`config.mk`:
```
export PLATFORM = sky130hd
export DESIGN_NAME = ram_burst_master
export DESIGN_NICKNAME = d
export VERILOG_FILES = /design/src/rtl/ram_burst_pkg.sv /design/src/rtl/ram_burst_skid.sv /design/src/rtl/ram_burst_master.sv
export SDC_FILE = /design/constraint.sdc
export NUM_CORES = 1
export LEC_CHECK = 0
export BUFFER_PORTS_ARGS = -buffer_cell sky130_fd_sc_hd__buf_2
export CAP_MARGIN = 30
export CORE_MARGIN = 5
export CORE_UTILIZATION = 55
export DETAILED_ROUTE_END_ITERATION = 12
export PLACE_DENSITY = 0.85
export SLEW_MARGIN = 0
export SYNTH_ARGS = -nofsm -noshare
export SYNTH_HDL_FRONTEND = slang
export SYNTH_SLANG_ARGS = --single-unit
```
`constraint.sdc`:
```
create_clock -name clk -period 6.39 [get_ports clk]
set_input_delay 0.9585 -clock clk [delete_from_list [all_inputs] [get_ports clk]]
set_output_delay 0.9585 -clock clk [all_outputs]
set_load 0.1 [all_outputs]
```
`src/rtl/ram_burst_pkg.sv`:
```
// rtl/ram_burst_pkg.sv - shared types and defaults for the RAM burst master
package ram_burst_pkg;

    localparam int AW_DEF = 7;
    localparam int DW_DEF = 8;
    localparam int LW_DEF = 8;
    localparam int RD_LAT = 1;

    typedef enum logic [1:0] {
        IDLE  = 2'd0,
        WRITE = 2'd1,
        READ  = 2'd2,
        DRAIN = 2'd3
    } state_e;

endpackage

```
`src/rtl/ram_burst_skid.sv`:
```
// rtl/ram_burst_skid.sv - 2-entry read output buffer with occupancy count
module ram_burst_skid #(
    parameter int DW = ram_burst_pkg::DW_DEF
) (
    input  logic          clk,
    input  logic          rst_n,
    input  logic          in_valid_i,
    output logic          in_ready_o,
    input  logic [DW-1:0] in_data_i,
    output logic          out_valid_o,
    input  logic          out_ready_i,
    output logic [DW-1:0] out_data_o,
    output logic [1:0]    count_o
);

    logic [DW-1:0] mem_q [2];
    logic          wr_ptr_q;
    logic          rd_ptr_q;
    logic [1:0]    count_q;
    logic          push;
    logic          pop;

    assign in_ready_o  = (count_q != 2'd2);
    assign out_valid_o = (count_q != 2'd0);
    assign out_data_o  = mem_q[rd_ptr_q];
    assign count_o     = count_q;
    assign push        = in_valid_i && in_ready_o;
    assign pop         = out_valid_o && out_ready_i;

    always_ff @(posedge clk or negedge rst_n) begin
        if (!rst_n) begin
            mem_q[0] <= '0;
            mem_q[1] <= '0;
            wr_ptr_q <= 1'b0;
            rd_ptr_q <= 1'b0;
            count_q  <= 2'd0;
        end else begin
            if (push) begin
                mem_q[wr_ptr_q] <= in_data_i;
                wr_ptr_q        <= ~wr_ptr_q;
            end
            if (pop) begin
                rd_ptr_q <= ~rd_ptr_q;
            end
            count_q <= count_q + {1'b0, push} - {1'b0, pop};
        end
    end

endmodule

```
`src/rtl/ram_burst_master.sv`:
```
// rtl/ram_burst_master.sv - burst initiator for a single-port synchronous RAM
// Optional sticky address-wrap flag: RAM_BURST_MASTER_WRAP_ERR_EN.
module ram_burst_master
    import ram_burst_pkg::*;
#(
    parameter int AW = AW_DEF,
    parameter int DW = DW_DEF,
    parameter int LW = LW_DEF
) (
    input  logic          clk,
    input  logic          rst_n,
    input  logic          cmd_valid,
    output logic          cmd_ready,
    input  logic          cmd_write,
    input  logic [AW-1:0] cmd_addr,
    input  logic [LW-1:0] cmd_len,
    input  logic          wr_valid,
    output logic          wr_ready,
    input  logic [DW-1:0] wr_data,
    output logic          rd_valid,
    input  logic          rd_ready,
    output logic [DW-1:0] rd_data,
    output logic          busy,
    output logic          ram_we,
    output logic [AW-1:0] ram_addr,
    output logic [DW-1:0] ram_wdata,
    input  logic [DW-1:0] ram_rdata
`ifdef RAM_BURST_MASTER_WRAP_ERR_EN
    ,
    output logic          wrap_err
`endif
);

    state_e            state_q, state_d;
    logic [AW-1:0]     addr_q, addr_d;
    logic [LW:0]       remain_q, remain_d;
    logic [RD_LAT-1:0] inflight_q;
    logic [1:0]        skid_count;
    logic              skid_in_ready;
    logic              cmd_hs, wr_beat, rd_pop, space_ok, issue, advance;
    logic              last_beat, drain_done;

    assign cmd_hs    = (state_q == IDLE) && cmd_valid;
    assign wr_beat   = (state_q == WRITE) && wr_valid;
    assign rd_pop    = rd_valid && rd_ready;
    // Reserve a buffer slot for every beat already on the RAM read port.
    assign space_ok  = (3'(skid_count) + 3'(inflight_q) - 3'(rd_pop)) < 3'd2;
    assign issue     = (state_q == READ) && space_ok && skid_in_ready;
    assign advance   = wr_beat || issue;
    assign last_beat = (remain_q == (LW+1)'(1));
    assign drain_done = (inflight_q == '0) &&
                        ((skid_count == 2'd0) || ((skid_count == 2'd1) && rd_pop));

    always_ff @(posedge clk or negedge rst_n) begin
        if (!rst_n) begin
            state_q <= IDLE;
        end else begin
            state_q <= state_d;
        end
    end

    always_comb begin
        state_d = state_q;
        case (state_q)
            IDLE:    if (cmd_valid) state_d = cmd_write ? WRITE : READ;
            WRITE:   if (wr_beat && last_beat) state_d = IDLE;
            READ:    if (issue && last_beat) state_d = DRAIN;
            DRAIN:   if (drain_done) state_d = IDLE;
            default: state_d = IDLE;
        endcase
    end

    always_comb begin
        cmd_ready = (state_q == IDLE);
        busy      = (state_q != IDLE);
        wr_ready  = (state_q == WRITE);
        ram_we    = wr_beat;
        ram_wdata = wr_beat ? wr_data : '0;
        ram_addr  = addr_q;
    end

    always_comb begin
        addr_d   = addr_q;
        remain_d = remain_q;
        if (cmd_hs) begin
            addr_d   = cmd_addr;
            remain_d = (cmd_len == '0) ? {1'b1, {LW{1'b0}}} : {1'b0, cmd_len};
        end else if (advance) begin
            addr_d   = addr_q + AW'(1);
            remain_d = remain_q - (LW+1)'(1);
        end
    end

    always_ff @(posedge clk or negedge rst_n) begin
        if (!rst_n) begin
            addr_q     <= '0;
            remain_q   <= '0;
            inflight_q <= '0;
        end else begin
            addr_q     <= addr_d;
            remain_q   <= remain_d;
            inflight_q <= RD_LAT'(issue);
        end
    end

`ifdef RAM_BURST_MASTER_WRAP_ERR_EN
    logic wrap_err_q;

    always_ff @(posedge clk or negedge rst_n) begin
        if (!rst_n) begin
            wrap_err_q <= 1'b0;
        end else if (cmd_hs) begin
            wrap_err_q <= 1'b0;
        end else if (advance && (addr_q == '1)) begin
            wrap_err_q <= 1'b1;
        end
    end

    assign wrap_err = wrap_err_q;
`endif

    ram_burst_skid #(.DW(DW)) u_skid (
        .clk         (clk),
        .rst_n       (rst_n),
        .in_valid_i  (|inflight_q),
        .in_ready_o  (skid_in_ready),
        .in_data_i   (ram_rdata),
        .out_valid_o (rd_valid),
        .out_ready_i (rd_ready),
        .out_data_o  (rd_data),
        .count_o     (skid_count)
    );

endmodule

```
* Yosys cells after proc, flatten, opt, wreduce, memory -nomap -nowiden *
Index checks and enable logic that the tools add are counted.

word-level totals
  register bits after elaboration = 39
  input bits = 37
  logic and storage cells = 72

cells by class
  add/subtract/negate cells = 6
  order comparisons = 4
  equal/unequal tests = 10
  muxes and demuxes = 18
  bitwise gates (word level) = 5
  reductions and logical operators = 20

operator list
  kind                 count
  $mux 8               5
  $mux 9               3
  $bwmux 16            1
  $mux 7               2
  $logic_and 1x1->1    11
  $mux 2               5
  $eq 9x1->1 const B   1
  $sub 9x1->9 const B  1
  $demux 8 s1          1
  $logic_not 8->1      1
  $pmux 2 s4           1
  $add 7x1->7 const B  1
  $ne 2x2->1 const B   3
  $reduce_bool 2->1    3
  $eq 2x1->1 const B   2
  $eq 2x2->1 const B   2
  $ge 2x2->1 const B   2
  $logic_not 2->1      2
  $ne 2x1->1 const B   2
  $not 1->2            2
  $reduce_and 4->1     1
  $add 2x1->3          1
  $lt 3x2->1 const B   1
  $not 1->1            3
  5 further kinds      6

* Depth between registers and ports, before layout *
  word-level depth = 9
  depth in mapped cells = 12
  gate-level depth less buffers = 11

* Hierarchy *
From an unflattened synthesis, not the netlist that was laid out.

second synthesis, totals
  cells, all modules = 205
  area total of the unflattened synthesis = 2,182.1 sq um

modules (own cells, without submodules)
  module            times used  cells an instance  area an instance (sq um)  sequential area each (sq um)
  ram_burst_master  1           141                1,257.5                   475.5
  ram_burst_skid    1           64                 924.6                     500.5

* Least setup slack after synthesis *
OpenSTA, ideal clock, no wires.

  kind = flip-flop to output port
  from = reg state_q[0]
  to = out busy
  arrival time = 2.768 ns
  data required time = 5.431 ns
  setup slack = 2.663 ns
  stages on the path, launching flop included = 4
  buffers on the path = 1
  cells stage by stage = dfrtp_1 buf_6 nor2_1 inv_1

on the way
  cells in the longest elaborated chain, start to end = 1

ends and longest elaborated chain
  element                 line                    RTL
  from (decl)             ram_burst_master.sv:34  state_e state_q, state_d;
  from (signal assigned)  ram_burst_master.sv:58  state_q <= state_d;
  $reduce_bool 2->1       ram_burst_master.sv:75  busy = (state_q != IDLE);
  to (decl)               ram_burst_master.sv:23  output logic busy,

No other way between the ends.

* Worst setup path in the final report *
  from = in rd_ready
  to = reg addr_q[5], in the netlist ram_addr[5]

on the way
  cells in the longest elaborated chain, start to end = 7

ends and longest elaborated chain
  element                             line                     RTL
  from (decl)                         ram_burst_master.sv:21   input logic rd_ready,
  $logic_and 1x1->1                   ram_burst_master.sv:45   assign rd_pop = rd_valid && rd_ready;
  named net rd_pop                    ram_burst_master.sv:40   logic cmd_hs, wr_beat, rd_pop, space_ok, issue, advance;
  $sub 3x1->3                         ram_burst_master.sv:47   assign space_ok = (3'(skid_count) + 3'(inflight_q) - 3'(rd_pop)) < 3'd2;
  $lt 3x2->1                          ram_burst_master.sv:47
  $logic_and 1x1->1 (2 in series)     ram_burst_master.sv:48   assign issue = (state_q == READ) && space_ok && skid_in_ready;
  named net issue                     ram_burst_master.sv:40
  $logic_or 1x1->1                    ram_burst_master.sv:49   assign advance = wr_beat || issue;
  $reduce_bool 2->1 (no source line)  n/a
  to (signal assigned)                ram_burst_master.sv:100  addr_q <= addr_d;
  to (decl)                           ram_burst_master.sv:35   logic [AW-1:0] addr_q, addr_d;

The timed path passes the listed nets, and every way through them passes these cells.
A chain may end at the register's enable or synchronous reset.

==> results.py <==
metrics = {
    "route": {
        "wl_per_cell_microns": 15.0,
        "vias_per_cell": 5.55,
        "drt-total-wl_mm": 4.66,
        "drt_drc_violations_left": 0,
        "vias": 1727,
        "drt_pre_antenna_iters": 4,
        "ant_nets": 0,
        "drtIter0Drc": 143,
    },
    "yosys": {
        "syn_area_sq_um": 2130,
        "synth_seq_cells": 39,
        "yosysTopAreaCellShare_pct": 45.9,
        "yosysWarnings": 0,
        "yosysSeqAreaShare_pct": 45.9,
        "yosysMostFrequentCell": "dfrtp_1",
        "synth_nets": 244,
        "synth_top_cell_by_area": "dfrtp_1",
        "synthTopCellsByCount": "39 x dfrtp_1, 24 x mux2_2, 19 x nand2_1",
        "async_flop_share_pct": 100,
        "synthTopCellsByArea": "dfrtp_1 46%, mux2_2 13%, ha_1 3.5%, nand2_1 3.4%, and3_1 2.6%",
        "synth-edff-count": 0,
        "synth_cell_types": 42,
        "synthCells": 200,
        "postSynthAreaPerCell_sq_um": 10.6,
        "synth_ff_type": "dfrtp_1",
    },
    "setup_path": {
        "arrival_ns": 3.47,
        "crit_required_ns": 6.57,
        "cp-startpoint": "rd_ready",
        "end_kind": "flop",
        "critical_path_class": "input port to flop",
        "worst-r2r-setup-slack_ns": 3.27,
        "reg2reg_to": "ram_addr[5]",
        "critPathLaunchType": "input port",
        "ff2ff_path_depth": 11,
        "r2r-start": "u_skid.count_o[1]",
        "crit_fanout": 10,
    },
    "placed_design": {
        "io_buffers": 64,
        "hpwl_mm": 3.47,
        "placed_cells": 304,
        "post-place-ws_ns": 2.80,
        "gp_routability_congestion": 0.909,
    },
    "clock_network": {
        "numCtsBuffers": 5,
        "cts_resized": 0,
        "cts_tree": "done",
        "clock_sinks": 39,
        "cts_htree_levels": 2,
        "clock_latency_ns": 0.29,
        "post_cts_buffers": 0,
        "cts_buffer_depth": 2,
        "root_buffer": "clkbuf_8",
        "hold_buffers": 0,
        "clk_pin_slew_ns": 0.07,
    },
    "floorplan": {
        "rows": 22,
        "dieHeight_microns": 72.2,
        "dieArea_sq_um": 5210,
        "ios": 65,
        "die_w_microns": 72.2,
        "start_util_pct": 57.3,
        "core_region_area_sq_um": 3720,
    },
    "sta": {
        "fin_crit_sh_pct": 51.6,
        "setup_slack_ns": 3.09,
        "rsz0062_at_grt": "no",
        "setup_viol_count_final": 0,
        "min_period_ns": 3.30,
        "slew_viol_final": 0,
        "fmax_mhz": 303,
        "tightestPinTransition_ns": 0.841,
        "relSlewSlack_pct": 43.9,
        "setup_tns_ns": 0,
        "hold_viol_final": 0,
        "fin_skew_ns": 0.00656,
    },
    "global_route": {
        "grt_pass1_vias": 1715,
        "grt_usage_pct": 18.7,
        "antenna_found_initial": 0,
        "overflow": 0,
        "grt_max_degree": 40,
        "grt_pass1_wl_mm": 7.69,
    },
    "layout": {
        "nets": 307,
        "antenna_cells": 0,
        "drive_gt1_share_pct": 38.8,
        "area_delta_synth_final_pct": 19.2,
        "instances_no_fill": 311,
    },
    "worst_hold_path": {
        "min_path_type": "flop to flop",
        "min_to": "u_skid.mem_q[5]",
        "min-delay-start": "u_skid.mem_q[5]",
        "hold_path_depth": 1,
    },
    "flow_run": {
        "drv_cap": 0,
    },
    "run_status": {
        "status": "finished clean",
    },
}
## cells in the final DEF (no fill, tap or decap), types with 2 or more instances in the layout
cell      synthesis  routed
nor3_1            4       4
ha_1              6       6
a211oi_1          3       3
nor2_1           11      11
nor2b_1           2       2
buf_2             0      64
and3_1            9       9
and2_1            2       2
clkbuf_8          0       6
inv_1            10      10
nand2b_1          2       2
o21ai_0           7       7
xor2_1            6       6
nand2_1          19      19
o31ai_1           2       2
dfrtp_1          39      39
o221a_2           3       3
a21oi_1           7       7
or4_1             2       2
nor4_1            3       3
mux2_2           24      24
a311oi_1          2       2
nand3_1           8       8
o211ai_1          2       2
o21a_1            2       2
## how the worst max path moves through the flow
stage,end,slack [ns],cells after the start
CTS,remain_q[6],3.10,12
global route,ram_addr[3],2.85,12
floorplan,busy,2.66,3
global placement,ram_addr[5],2.89,12
detailed placement,ram_addr[5],2.80,12
finish,ram_addr[5],3.09,12
## per-layer routing
layer	up-vias	track usage (%)	share of wire, %	routed length, microns
met1	828	23.9	43	2010
met2	51	30.5	48	2260
met3	5	5.40	7.2	337
met5	-	0	0	0
met4	0	6.05	1.2	55
li1	843	-	-	-
## cell type report
class	instances	area (sq um)
clock buffers	6	82.6
clock inverters	1	5.00
fillers	296	1180
inverters	10	37.5
multi-input cells	143	1050
flip-flops and latches	39	976
well taps	48	60.1
repair buffers	64	320
## critical path, cell delays in order
cell and delay, ns:
buf_2 0.07, inv_1 0.04, a21oi_1 0.20, ha_1 0.27
inv_1 0.08, nand2_1 0.07, fa_1 0.38, or2_1 0.25
a211oi_4 0.50, o2111ai_2 0.18, o21a_1 0.20, o31a_1 0.26
## state kept, by name (all words and copies together) (netlist names)
name	flops
inflight_q	1
ram_addr	7
remain_q	9
state_q	2
u_skid.count_o	2
u_skid.mem_q	16
u_skid.rd_ptr_q	1
u_skid.wr_ptr_q	1
## logic make-up (layout without fill, tap and decap cells)
| group | count (synthesis) | in the layout | synth area share [%] |
|---|---|---|---|
| compound gates | 36 | 36 | 12.9 |
| flops | 39 | 39 | 45.9 |
| xor+xnor | 7 | 7 | 2.88 |
| simple gates | 69 | 69 | 16.6 |
| mux | 24 | 24 | 12.7 |
| buf+inv | 18 | 81 | 4.59 |
| fa+ha+maj | 7 | 7 | 4.47 |
## per-stage QoR
step | cell area (sq um) | utilization, % | hold WS [ns]
2_1_floorplan | 2130 | - | 0.464
3_3_place_gp | 2450 | 65.9 | 0.481
3_5_place_dp | 2450 | 65.9 | 0.489
4_1_cts | 2540 | 68.2 | 0.505
5_1_grt | 2540 | 68.2 | 0.517
6_report | 2540 | 68.2 | 0.504
Power is left out: the tool's default activity adds up to more than one toggle a clock period on the data nets, which glitch-free logic cannot reach.
